[src/rtl/hack_control.sv]
// hack_control -- multi-cycle control unit for a Hack-style CPU.
//
// Each instruction is fetched, decoded, and then either retired at once
// (A-instruction) or sent through an external registered ALU (C-instruction).
// The data memory and the ALU sit outside this block. Both respond one clock
// after they are driven.
//
// Ports:
//   clk, rst            rising-edge clock; asynchronous active-high reset
//   imem_addr/data/valid instruction fetch (imem_addr is always pc)
//   dmem_addr/wdata/we   data memory write path; dmem_rdata returns one clk later
//   dmem_rdata           data memory read data
//   alu_x, alu_y         ALU operands
//   zx..no               ALU control bits
//   alu_out              registered ALU result
//   a_reg, d_reg, pc     architectural state, exported for observation
//   halted               present only when HACK_CTRL_HALT_EN is defined
//
// Optional feature: define HACK_CTRL_HALT_EN to make an unconditional
// jump-to-self park the core in a HALT state. Only rst leaves that state.
module hack_control (
  input  logic        clk,
  input  logic        rst,
  output logic [14:0] imem_addr,
  input  logic [15:0] imem_data,
  input  logic        imem_valid,
  output logic [14:0] dmem_addr,
  output logic [15:0] dmem_wdata,
  output logic        dmem_we,
  input  logic [15:0] dmem_rdata,
  output logic [15:0] alu_x,
  output logic [15:0] alu_y,
  output logic        zx,
  output logic        nx,
  output logic        zy,
  output logic        ny,
  output logic        f,
  output logic        no,
  input  logic [15:0] alu_out,
  output logic [15:0] a_reg,
  output logic [15:0] d_reg,
`ifdef HACK_CTRL_HALT_EN
  output logic [14:0] pc,
  output logic        halted
`else
  output logic [14:0] pc
`endif
);

  typedef enum logic [2:0] {
    S_FETCH,
    S_DECODE,
    S_MEMRD,
    S_EXEC,
    S_ALUWAIT,
    S_WB
`ifdef HACK_CTRL_HALT_EN
    , S_HALT
`endif
  } state_t;

  state_t      r_state;
  logic [15:0] r_ir;
  logic [15:0] r_a;
  logic [15:0] r_d;
  logic [14:0] r_pc;
  logic [15:0] r_m_val;
  logic        r_we;
  logic [15:0] r_alu_x;
  logic [15:0] r_alu_y;
  logic [5:0]  r_ctrl;
`ifdef HACK_CTRL_HALT_EN
  logic        r_halted;
`endif

  logic w_zr;
  logic w_ng;
  logic w_jump;
  logic [14:0] w_pc_inc;

  // The jump decision comes from the ALU result that is visible in WB.
  always_comb begin
    w_zr     = (alu_out == 16'h0000);
    w_ng     = alu_out[15];
    w_jump   = (r_ir[2] & w_ng) | (r_ir[1] & w_zr) | (r_ir[0] & ~w_ng & ~w_zr);
    w_pc_inc = r_pc + 15'd1;
  end

  // NOTE: all state is updated with non-blocking assignments. Every branch
  // then reads the old register values, for example the old a_reg used by
  // a jump target or a store address in WB.
  always_ff @(posedge clk or posedge rst) begin
    if (rst) begin
      r_state <= S_FETCH;
      r_ir    <= '0;
      r_a     <= '0;
      r_d     <= '0;
      r_pc    <= '0;
      r_m_val <= '0;
      r_we    <= 1'b0;
      r_alu_x <= '0;
      r_alu_y <= '0;
      r_ctrl  <= '0;
`ifdef HACK_CTRL_HALT_EN
      r_halted <= 1'b0;
`endif
    end else begin
      case (r_state)
        S_FETCH: begin
          if (imem_valid) begin
            r_ir    <= imem_data;
            r_state <= S_DECODE;
          end
        end
        S_DECODE: begin
          if (!r_ir[15]) begin
            r_a     <= r_ir;
            r_pc    <= w_pc_inc;
            r_state <= S_FETCH;
          end else begin
            // dmem_addr already shows a_reg, so rdata is ready in MEMRD.
            r_state <= r_ir[12] ? S_MEMRD : S_EXEC;
          end
        end
        S_MEMRD: begin
          r_m_val <= dmem_rdata;
          r_state <= S_EXEC;
        end
        S_EXEC: begin
          r_alu_x <= r_d;
          r_alu_y <= r_ir[12] ? r_m_val : r_a;
          r_ctrl  <= r_ir[11:6];
          r_state <= S_ALUWAIT;
        end
        S_ALUWAIT: begin
          // Operands hold steady here. The write strobe is raised so that
          // it is high during WB only.
          r_we    <= r_ir[3];
          r_state <= S_WB;
        end
        S_WB: begin
          r_we <= 1'b0;
          if (r_ir[5]) r_a <= alu_out;
          if (r_ir[4]) r_d <= alu_out;
          r_pc <= w_jump ? r_a[14:0] : w_pc_inc;
`ifdef HACK_CTRL_HALT_EN
          if ((r_ir[2:0] == 3'b111) && (r_a[14:0] == r_pc)) begin
            r_halted <= 1'b1;
            r_state  <= S_HALT;
          end else begin
            r_state <= S_FETCH;
          end
`else
          r_state <= S_FETCH;
`endif
        end
`ifdef HACK_CTRL_HALT_EN
        S_HALT: r_state <= S_HALT;
`endif
        default: r_state <= S_FETCH;
      endcase
    end
  end

  // dmem_addr is old a_reg in both DECODE (read) and WB (store).
  assign imem_addr  = r_pc;
  assign dmem_addr  = r_a[14:0];
  assign dmem_wdata = alu_out;
  assign dmem_we    = r_we;
  assign alu_x      = r_alu_x;
  assign alu_y      = r_alu_y;
  assign {zx, nx, zy, ny, f, no} = r_ctrl;
  assign a_reg      = r_a;
  assign d_reg      = r_d;
  assign pc         = r_pc;
`ifdef HACK_CTRL_HALT_EN
  assign halted     = r_halted;
`endif

endmodule

[config.mk]
export PLATFORM = sky130hd
export DESIGN_NAME = hack_control
export DESIGN_NICKNAME = d
export VERILOG_FILES = /design/src/rtl/hack_control.sv
export SDC_FILE = /design/constraint.sdc
export NUM_CORES = 1
export LEC_CHECK = 0
export BUFFER_PORTS_ARGS = -buffer_cell sky130_fd_sc_hd__clkbuf_2
export CAP_MARGIN = 10
export CORE_MARGIN = 2
export CORE_UTILIZATION = 35
export DETAILED_ROUTE_END_ITERATION = 12
export GPL_ROUTABILITY_DRIVEN = 0
export GPL_TIMING_DRIVEN = 1
export PLACE_DENSITY_LB_ADDON = 0.3
export RECOVER_POWER = 100
export SKIP_LAST_GASP = 1
export SYNTH_ARGS = -nofsm -noshare
export SYNTH_HDL_FRONTEND = slang
export SYNTH_SLANG_ARGS = --single-unit
export TNS_END_PERCENT = 1
[constraint.sdc]
create_clock -name clk -period 6.9 [get_ports clk]
set_input_delay 0.345 -clock clk [delete_from_list [all_inputs] [get_ports clk]]
set_output_delay 0.345 -clock clk [all_outputs]
set_load 0.02 [all_outputs]
Word-level counts from Yosys, hierarchy flattened
Index checks and enable logic that the tools add are counted.
{"block": "word_totals", "reg_bits": 121, "inputBits": 51, "out_inout_bits": 132, "wordCells": 47}
{"block": "classes", "n_addsub": 1, "n_eq_ne": 8, "muxes": 12, "bitwise_logic": 8, "reduce_logical": 8}
{"operator": "16-bit 2-to-1 mux", "n": 3}
{"operator": "16-bit case mux with 2 select lines", "n": 1}
{"operator": "15-bit 2-to-1 mux", "n": 2}
{"operator": "15-bit case mux with 2 select lines", "n": 1}
{"operator": "16-bit zero test", "n": 1}
{"operator": "15-bit by 1-bit adder with 15-bit output (second input constant)", "n": 1}
{"operator": "3-bit case mux with 5 select lines", "n": 1}
{"operator": "3-bit by 2-bit == test with 1-bit output (second input constant)", "n": 2}
{"operator": "3-bit == test (second input constant)", "n": 2}
{"operator": "2-bit != test (second input constant)", "n": 3}
{"operator": "2-bit AND reduction", "n": 3}
{"operator": "1-bit bitwise AND", "n": 4}
{"operator": "2-bit nonzero test", "n": 2}
{"operator": "3-bit by 1-bit == test with 1-bit output (second input constant)", "n": 1}
{"operator": "3-bit zero test", "n": 1}
{"operator": "3-bit 2-to-1 mux", "n": 1}
{"operator": "3-bit AND reduction", "n": 1}
{"operator": "2-bit 2-to-1 mux", "n": 1}
{"operator": "1-bit inverter", "n": 2}
{"operator": "1-bit OR", "n": 2}
{"operator": "1-bit case mux with 2 select lines", "n": 1}
{"operator": "1-bit 2-to-1 mux", "n": 1}

Logic depth before layout (Yosys ltp)
Gate-level depths: netlist of the first run.
{"block": "logic_depth", "ltp_word": 6, "depth_mapped": 8, "ltp_nobuf": 7}

Worst setup path before layout of the first run
OpenSTA, ideal clock, no wires.
{"block": "synth_path", "path_type": "reg-to-reg", "startpoint": "reg r_pc[0] (netlist: imem_addr[0])", "endpoint": "reg r_pc[10] (netlist: imem_addr[10])", "setup_time_ns": 0.080, "t_arrival_ns": 1.793, "setup_slack_ns": 5.028, "stages_incl_launch_ff": 9, "n_path_buf": 1, "synth_period_minus_slack_ns": 1.872, "path_cell_list": "dfrtp_1 -> ha_1 -> and3_1 -> and2_0 -> and3_1 -> clkbuf_1 -> nand2_1 -> a21oi_1 -> a2bb2oi_1"}
{"block": "synth_via", "elab_chain_cells": 3}
{"element": "start, declared", "line_no": "66", "rtl": "logic [14:0] r_pc;"}
{"element": "start signal, assigned", "line_no": "118", "rtl": "r_pc <= w_pc_inc;"}
{"element": "start signal, assigned", "line_no": "145", "rtl": "r_pc <= w_jump ? r_a[14:0] : w_pc_inc;"}
{"element": "15-bit by 1-bit adder with 15-bit output *", "line_no": "86", "rtl": "w_pc_inc = r_pc + 15'd1;"}
{"element": "15-bit 2-to-1 mux (on tied branches)", "line_no": "145, 116"}
{"element": "15-bit case mux with 2 select lines *", "line_no": "108", "rtl": "case (r_state)"}
Mark *: on every way between the ends. The rest lies on a longest branch, timed or not. The select of a mux whose other input is x is not followed.
A chain may end at the register's enable or synchronous reset.

Worst setup path after layout of the first run
{"block": "layout_path", "startpoint": "reg r_state[2]", "endpoint": "reg r_alu_x[4] (netlist: alu_x[4])"}
{"block": "layout_via", "elab_chain_cells": 1}
{"element": "start, declared", "line_no": "62", "rtl": "state_t r_state;"}
{"element": "start signal, assigned", "line_no": "122", "rtl": "r_state <= r_ir[12] ? S_MEMRD : S_EXEC;"}
{"element": "3-bit by 2-bit == test with 1-bit output", "line_no": "108"}
{"element": "end signal, assigned", "line_no": "130", "rtl": "r_alu_x <= r_d;"}
{"element": "end, declared", "line_no": "69", "rtl": "logic [15:0] r_alu_x;"}
Every way passes these cells.

==> impl_results.md, run 1 <==
- Ys flop type: dfrtp_1
- Syn Std Cell Area: 0.005573 mm^2
- CTS H-tree lvls: 4
- CTS tree: yes
- Power share of the clock group: 24.6%
- Synth Area per Inst: 11.73 um^2
- Routed WL per cell: 17.69 um
- Worst setup path endpoint: alu_x[4]
- Failing checks: max-capacitance violations, max-slew violations
- Leak: 2.972 nW
- # rows: 46
- Worst Path Arrival: 3.52 ns
- GRT Util Overall: 18.18%
- Asr flop ratio synth: 100.0%
- Worst relative slew slack: -66.07%
- Final HPWL DP: 10.48 mm
- Share of layout cells above drive strength 1: 25.00%
- Flop pwr share: 36.9%
- Avg Vias per Cell: 4.927
- Clk root buf: clkbuf_16
- Largest net degree at the start of global routing: 75
- GR Overflow Total: 0
- Critical Path RT: 7.20 ns
- Hold WS: 0.1363 ns
- Max Slew Vio Count: 115
- Number of enable flip-flop cells after synthesis: 0
- Most frequent cells after synthesis: dfrtp_1 (121), mux2_2 (67), nand2_1 (48)
- Layout Skew: 0.006322 ns
- Final setup viols: 0
- Worst-Skew Late Latency: 0.42 ns
- Nets: 663
- RR Endpoint: alu_x[4]
- Sw Ratio: 41.98%
- Total CTS buffers: 17
- Yosys top cell by area: dfrtp_1
- Final core occ: 43.18%
- Synth Instances: 475
- Logic pwr share: 38.5%
- Worst-margin pin slew: 2.465 ns
- Maximum clock frequency: 0.3097 GHz
- Int Pwr: 0.002222 W
- ANT cells: 0
- Layout area overhead: 21.76%
- CTS Sinks: 121
- FF-to-FF Start: r_state[2]
- Post-DRT Antenna Nets: 0
- CP Launch Point: r_state[2]
- Period Utilization, post-route: 46.79%
- Die span in x: 130.2 um
- Clock buffer depth: 2
- Reg area: 0.003028 mm^2
- Synth top area share: 54.33%
- DRC viols: 0
- PD cells: 564.4 mW/mm^2
- Area of the multi-input gates: 0.002046 mm^2
- WS Path Type: reg -> reg
- CP endpoint kind: flop
- Clock period minus final worst setup slack: 3.229 ns
- Ys Warns: 0
- Max FO, Critical Path: 35
- Final worst slack: 3.671 ns
- Via count of the first global-routing pass: 4067
- MaxCap Viol Count: 3
- Post-CTS Resized: 0
- Synth cell types: 41
- Worst-path clk slew: 0.06 ns
- Core ar.: 0.01571 mm^2
- Via count: 4139
- Hold Fails Final Rpt: 0
- Synth Register Bits: 121
- Synth top area cells: dfrtp_1 (54%), mux2_2 (14%), mux2i_1 (6.3%)
- DRT iter0 DRCs: 181
- RSZ-0062 raised after global routing: false
- Peak supply drop: 234.1 uV
- Reg2Reg Depth: 4
- TNS Setup: 0 ns
- Psw: 0.001608 W
- Most common cell in the netlist: dfrtp_1
- Worst Hold Class: in -> reg
- Syn nets: 527
- TritonRoute pass-1 iters: 4
- Die Height: 130.2 um
- Pre-CTS WS: 4.601 ns
- Sequential fraction of the synthesis area: 54.33%
- Post-CTS setup buffer count: 0
- First-pass GRT wire length: 22.91 mm
- Initial antenna violation count: 0
- Io pins: 183
- Initial Utilization: 35.47%
- CTS Hold Buffers Added: 0
- Status: complete, but fails checks
- Full die area: 0.01695 mm^2
- Post-Route WL: 14.86 mm
- Worst setup SP type: flop
- R2r setup slk: 3.67 ns
- Fillers: 1585
- Port bufs: 182
-- how the worst min path moves through the flow --
stage | to | slack, ns | from | cells past startpoint
after floorplan | r_ir[12] | 0.46 | imem_data[12] | 2
after global placement | alu_x[5] | 0.46 | rst | 2
after detailed placement | d_reg[5] | 0.47 | rst | 2
after CTS | d_reg[5] | 0.02 | rst | 2
after global routing | r_ir[9] | 0.15 | imem_data[9] | 2
final | r_ir[12] | 0.14 | imem_data[12] | 3
-- critical path, stage by stage (launching register included) --
cell and delay [ns]:
dfrtp_1 0.45, inv_1 0.17, nand3_1 0.60, clkbuf_1 1.42
mux2_2 0.45
-- power by group through the flow --
stage	clock [W]	sequential (W)	combinational (W)
floorplan	0	0.00159	0.000918
global placement	0	0.00141	0.00154
detailed placement	0	0.00143	0.00157
CTS	0.000965	0.00142	0.00157
global route	0.00101	0.00148	0.00162
finish	0.000942	0.00141	0.00147
-- layer usage --
| metal | global-route usage, % | share of wire [%] |
|---|---|---|
| met5 | 0 | 0 |
| met4 | 5.946 | 0.88 |
| met3 | 5.904 | 8.3 |
| met2 | 28.21 | 47 |
| met1 | 24.20 | 44 |
-- area by class of cell --
cell class | instances | area share (%)
flip-flops and latches | 121 | 44.62
multi-input cells | 277 | 30.15
repair buffers | 186 | 11.38
clock buffers | 18 | 6.472
well taps | 216 | 3.983
clock inverters | 14 | 2.932
inverters | 8 | 0.4610
-- through the flow --
stage	instances	cell area, um^2	total power [W]
floorplan	475	5573	0.002506
global placement	808	6337	0.002948
detailed placement	808	6337	0.003004
CTS	840	6975	0.003964
global route	840	6785	0.004097
finish	840	6785	0.003829
-- cells in the final DEF (no fill, tap or decap), drive strengths merged, types with 6 or more instances in the layout --
cell type	instances
clkbuf	201
a2bb2oi	8
clkinv	6
dfrtp	121
nand3	12
inv	7
nand2	49
a21oi	15
and3	9
mux2	68
mux2i	35
o21ai	46
-- logic make-up after synthesis --
| group | count (synthesis) | share of synthesized area, % |
|---|---|---|
| compound gates | 87 | 9.318 |
| fa+ha+maj | 1 | 0.2245 |
| buf+inv | 77 | 8.756 |
| flops | 121 | 54.33 |
| mux | 103 | 20.09 |
| simple gates | 86 | 7.275 |
(Power assumes the default switching activity.)
==> run 2: changes to the inputs <==
Clock period 6.9 ns to 2.75 ns, I/O delays scaled along.
==> run 2 against run 1 <==
The run still ends with max-capacitance violations, max-slew violations left. Core utilization increased by 1.7 points. Combinational power increased to 2.6 times the previous value. First-iteration DRC count up 14%. Cell area rose by 3.9%. Clock power rose by 110%. Critical endpoint is now imem_addr[5].
==> impl_results.md, run 2 (synthesis gave the netlist of run 1 again) <==
- Worst-margin pin slew: 1.667 ns (-0.7985 ns)
- Commonest non-fill, non-tap cell in the layout: clkbuf_1
- DRT iter0 DRCs: 206 (+14%)
- Nets: 703 (+6.0%)
- Final worst slack: 0.4099 ns (-3.261 ns)
- Reg area: 0.003028 mm^2 (unchanged)
- Finished layout cell area: 0.007051 mm^2 (+3.9%)
- Die Height: 130.2 um (unchanged)
- CTS H-tree lvls: 4 (unchanged)
- TritonRoute pass-1 iters: 4 (unchanged)
- Die span in x: 130.2 um (unchanged)
- Fillers: 1552 (-2.1%)
- Via count: 4316 (+4.3%)
- Initial Utilization: 35.47% (unchanged)
- Clock buffer depth: 2 (unchanged)
- Total CTS buffers: 17 (unchanged)
- Failing checks: max-capacitance violations, max-slew violations
- DRC viols: 0 (unchanged)
- Max Slew Vio Count: 122 (+6.1%)
- GR Overflow Total: 0 (unchanged)
- Commonest cells after routing, fill and taps aside: clkbuf_1 (144), dfrtp_1 (121), mux2_2 (67), nand2_1 (49), clkbuf_2 (49)
- Worst setup SP type: input port
- Largest net degree at the start of global routing: 122 (+63%)
- Layout area overhead: 26.52%
- Worst-Skew Late Latency: 0.42 ns (about the same)
- Final setup viols: 0 (unchanged)
- TNS Setup: 0 ns (unchanged)
- Critical Path RT: 3.03 ns (-4.17 ns)
- RSZ-0062 raised after global routing: false
- Leak: 3.081 nW (+3.7%)
- Post-CTS setup buffer count: 0 (unchanged)
- Placed Instance Area: 0.006389 mm^2 (+0.81%)
- Worst Path Arrival: 2.62 ns (-0.90 ns)
- Layout Skew: 0.008569 ns (+0.002246 ns)
- CTS Sinks: 121 (unchanged)
- Initial antenna violation count: 0 (unchanged)
- Period Utilization, post-route: 85.09%
- Io pins: 183 (unchanged)
- Pre-CTS WS: 0.6530 ns (-3.948 ns)
- CP endpoint kind: flop
- Routed WL per cell: 16.84 um (-4.8%)
- WS Path Type: in -> reg
- Avg Vias per Cell: 4.921 (-0.12%)
- Area of the multi-input gates: 0.002054 mm^2 (+0.43%)
- Full die area: 0.01695 mm^2 (unchanged)
- Clk root buf: clkbuf_16
- Worst-path clk slew: 0.05 ns (about the same)
- PD cells: 1315 mW/mm^2 (+130%)
- First-pass GRT wire length: 23.27 mm (+1.6%)
- Final HPWL DP: 10.30 mm (-1.7%)
- ANT cells: 0 (unchanged)
- # rows: 46 (unchanged)
- Hold Fails Final Rpt: 0 (unchanged)
- MaxCap Viol Count: 1 (-2)
- Post-DRT Antenna Nets: 0 (unchanged)
- Via count of the first global-routing pass: 4339 (+6.7%)
- Peak supply drop: 556.2 uV (+140%)
- Worst relative slew slack: -11.11% (+55 points)
- Worst Hold Class: in -> reg
- GRT Util Overall: 18.31% (+0.13 points)
- Port bufs: 182 (unchanged)
- Max FO, Critical Path: 22 (-37%)
- Clock period minus final worst setup slack: 2.340 ns
- Post-Route WL: 14.77 mm (-0.57%)
- Status: complete, but fails checks
- Core ar.: 0.01571 mm^2 (unchanged)
- Maximum clock frequency: 0.4273 GHz
- Share of layout cells above drive strength 1: 22.69% (-2.3 points)
- CTS tree: yes
[run 2: cell types whose count changed in the layout (fill, tap and decap cells not counted), sizes merged]
cell / before / now
clkinv: 6 / 3
bufinv: 4 / 1
dlygate4sd3: 0 / 35
clkinvlp: 5 / 1
clkbuf: 201 / 213
[run 2: layer usage]
layer | global-route usage, % | part of all wire, % | up-vias
met5 | 0 | 0 | -
met4 | 6.199 | 1.8 | 0
met3 | 5.412 | 6.7 | 25
met2 | 27.90 | 46 | 156
met1 | 25.05 | 45 | 2140
li1 | - | - | 1995
[run 2: timing repair]
item / 4_1_cts / 5_1_grt
hold endpoints to repair: 155 / 0
hold buffers: 35 / 0
resized for setup: 0 / 0
[run 2: metrics by stage]
| stage | instances | utilization (%) | power (W) | hold slack, ns |
|---|---|---|---|---|
| floorplan | 475 | - | 0.006289 | 0.2543 |
| global placement | 813 | 40.66 | 0.007443 | 0.3532 |
| detailed placement | 813 | 40.66 | 0.007559 | 0.3471 |
| CTS | 877 | 46.20 | 0.009620 | 0.005601 |
| global route | 877 | 44.87 | 0.009947 | 0.01863 |
| finish | 877 | 44.87 | 0.009272 | 0.01757 |
[run 2: final timing paths]
check	end	startpoint	slack, ns	cells past startpoint
hold reg to reg	alu_y[8]	alu_y[8]	0.48	2
setup / recovery	imem_addr[5]	alu_out[2]	0.41	8
min in group asynchronous	alu_y[0]	rst	0.86	4
setup reg to reg	d_reg[5]	r_state[0]	0.45	4
hold / removal	d_reg[4]	alu_out[4]	0.02	2
max in group asynchronous	imem_addr[8]	rst	0.81	4
[run 2: critical path, stage by stage]
cell	delay, ns
dlygate4sd3_1	0.53
clkbuf_1	0.13
nor4_1	0.32
nand4_1	0.15
mux2_1	0.46
nand2b_2	0.48
o21ai_0	0.29
a22oi_1	0.11
[run 2: power by group]
group	switching (W)	internal (W)
clock network	0.000719	0.00127
registers	0.000856	0.00267
logic	0.00237	0.00140
total	0.00394	0.00533
[run 2: cell type report]
cell class | instances | share of cell area [%]
tap | 216 | 3.833
sequential | 121 | 42.95
clock inverter | 4 | 0.6389
inverter | 8 | 0.4791
multi-input combinational | 277 | 29.14
clock buffer | 25 | 6.744
timing repair buffer | 226 | 16.22
==> run 3: changes to the inputs <==
Settings changed: BUFFER_PORTS_ARGS -buffer_cell sky130_fd_sc_hd__clkbuf_2 to -buffer_cell sky130_fd_sc_hd__buf_2.
==> run 3 against run 2 <==
Sequential share of layout area decreased by 0.90 points. Highest routed layer unchanged. Worst hold slack improved by 0.0075 ns. Clock power increased by 24%. Critical path type is now reg -> reg. Largest power group unchanged. Final cell count rose by 0.46%. Setup slack better by 0.088 ns. Clock-buffer cell count down 7. The run still ends with max-capacitance violations, max-slew violations left. Critical path depth is 4 lower. Core utilization rose by 0.96 points. Total power increased by 5.1%. Non-clock buffer count increased by 1. Global-route usage fell by 0.12 points. Die area is the same.
==> impl_results.md, run 3 (synthesis gave the netlist of run 1 again) <==
- Status: complete, but fails checks
- Failing checks: max-capacitance violations, max-slew violations
- Final HPWL DP: 10.31 mm (about the same)
- RSZ-0062 raised after global routing: false
- Pre-CTS WS: 0.6438 ns (-0.009116 ns)
- R2r setup slk: 0.50 ns (+0.05 ns)
- Post-DRT Antenna Nets: 0 (unchanged)
- Worst relative slew slack: -12.06% (-0.96 points)
- TNS Setup: 0 ns (unchanged)
- Core ar.: 0.01571 mm^2 (unchanged)
- Int Pwr: 0.005700 W (+6.9%)
- Avg Vias per Cell: 4.816 (-2.1%)
- CTS H-tree lvls: 4 (unchanged)
- ANT cells: 0 (unchanged)
- Post-CTS Resized: 0 (unchanged)
- Initial Utilization: 35.47% (unchanged)
- Period Utilization, post-route: 81.91% (-3.2 points)
- Total CTS buffers: 17 (unchanged)
- Clock buffer depth: 2 (unchanged)
- Port bufs: 182 (unchanged)
- Clk root buf: clkbuf_16
- Sw Ratio: 41.52% (-0.98 points)
- Commonest non-fill, non-tap cell in the layout: clkbuf_1
- Post-CTS setup buffer count: 0 (unchanged)
- WS Path Type: reg -> reg
- Share of layout cells above drive strength 1: 23.91% (+1.2 points)
- Logic pwr share: 38.9% (-1.7 points)
- Critical Path RT: 3.04 ns (about the same)
- Peak supply drop: 610.4 uV (+9.8%)
- Final worst slack: 0.4974 ns (+0.08750 ns)
- GR Overflow Total: 0 (unchanged)
- DRC viols: 0 (unchanged)
- Worst Path Arrival: 2.54 ns (-0.08 ns)
- Flop pwr share: 35.8% (-2.2 points)
- Hold Fails Final Rpt: 0 (unchanged)
- Full die area: 0.01695 mm^2 (unchanged)
- Largest net degree at the start of global routing: 122 (unchanged)
- PD cells: 1353 mW/mm^2 (+2.9%)
- Worst-margin pin slew: 1.681 ns (+0.01435 ns)
- Die span in x: 130.2 um (unchanged)
- CP endpoint kind: flop
- Initial antenna violation count: 0 (unchanged)
- Layout Skew: 0.006305 ns (-0.002263 ns)
- Placed cells: 813 (unchanged)
- Nets: 704 (+0.14%)
- Leak: 3.134 nW (+1.7%)
- Via count of the first global-routing pass: 4296 (-0.99%)
- Clock period minus final worst setup slack: 2.253 ns (-0.08750 ns)
- Commonest cells after routing, fill and taps aside: clkbuf_1 (138), dfrtp_1 (121), mux2_2 (67), nand2_1 (48), buf_2 (48)
- Maximum clock frequency: 0.4439 GHz (+3.9%)
- Worst-path clk slew: 0.06 ns (about the same)
- DRT iter0 DRCs: 306 (+49%)
- TritonRoute pass-1 iters: 4 (unchanged)
- # rows: 46 (unchanged)
- Psw: 0.004046 W (+2.7%)
- Worst Hold Class: in -> reg
- Max Slew Vio Count: 122 (unchanged)
- Routed WL per cell: 16.90 um (+0.34%)
- First-pass GRT wire length: 23.29 mm (about the same)
- Max FO, Critical Path: 16 (-27%)
- Post-Route WL: 14.89 mm (+0.80%)
- GRT Util Overall: 18.19% (-0.12 points)
- Layout area overhead: 29.21%
- Via count: 4243 (-1.7%)
- Power share of the clock group: 25.3% (+3.9 points)
- Io pins: 183 (unchanged)
- Worst-Skew Late Latency: 0.41 ns (about the same)
- Non-filler cells, final: 881 (+0.46%)
- Worst setup SP type: flop
- CTS tree: yes
- MaxCap Viol Count: 1 (unchanged)
- Die Height: 130.2 um (unchanged)
- CTS Sinks: 121 (unchanged)
- Final setup viols: 0 (unchanged)
run 3: cell type report:
class,instances,area [um^2]
Clock inverter,14,221.5
Sequential cell,121,3028
Fill cell,1547,8512
Timing Repair Buffer,227,1151
Tap cell,216,270.3
Multi-Input combinational cell,277,2057
Inverter,8,33.78
Clock buffer,18,439.2
run 3: power groups by stage:
stage	clock [W]	sequential (W)	combinational, W
after global routing	0.00260	0.00365	0.00415
final	0.00247	0.00349	0.00379
after floorplan	0	0.00399	0.00230
after CTS	0.00252	0.00348	0.00409
after global placement	0	0.00345	0.00397
after detailed placement	0	0.00350	0.00404
run 3: final timing paths:
check,start,endpoint,cells after the start
max,r_state[2],r_m_val[13],4
min,alu_out[3],d_reg[3],2
max reg2reg,r_state[2],r_m_val[13],4
min reg2reg,alu_y[1],alu_y[1],2
max in group asynchronous,rst,r_m_val[6],4
min in group asynchronous,rst,alu_y[6],4
run 3: through the flow:
step | util, % | hold WS (ns) | cell area, um^2 | total power, W
detailed placement | 40.66 | 0.3562 | 6389 | 0.007534
floorplan | - | 0.2543 | 5577 | 0.006289
CTS | 47.16 | 0.002830 | 7410 | 0.01009
finish | 45.83 | 0.02510 | 7201 | 0.009746
global placement | 40.66 | 0.3474 | 6389 | 0.007422
global route | 45.83 | 0.01261 | 7201 | 0.01040
run 3: layer usage:
metal  wire length, um  up-vias  track usage, %
met4               201        0           6.199
li1                  -     2007               -
met2              7103      144           28.55
met5                 0        -               0
met1              6690     2072           24.36
met3               893       20           5.084
run 3: timing repair:
| action | CTS | global route |
|---|---|---|
| setup endpoints to repair | 0 | 0 |
| hold buffers | 36 | 0 |
| hold endpoints to repair | 156 | 0 |
run 3: worst max-delay path, cell delays in order (launching register included):
cell and delay (ns):
dfrtp_1 0.45, inv_1 0.23, and2_0 0.16, clkbuf_1 0.86, mux2_2 0.43
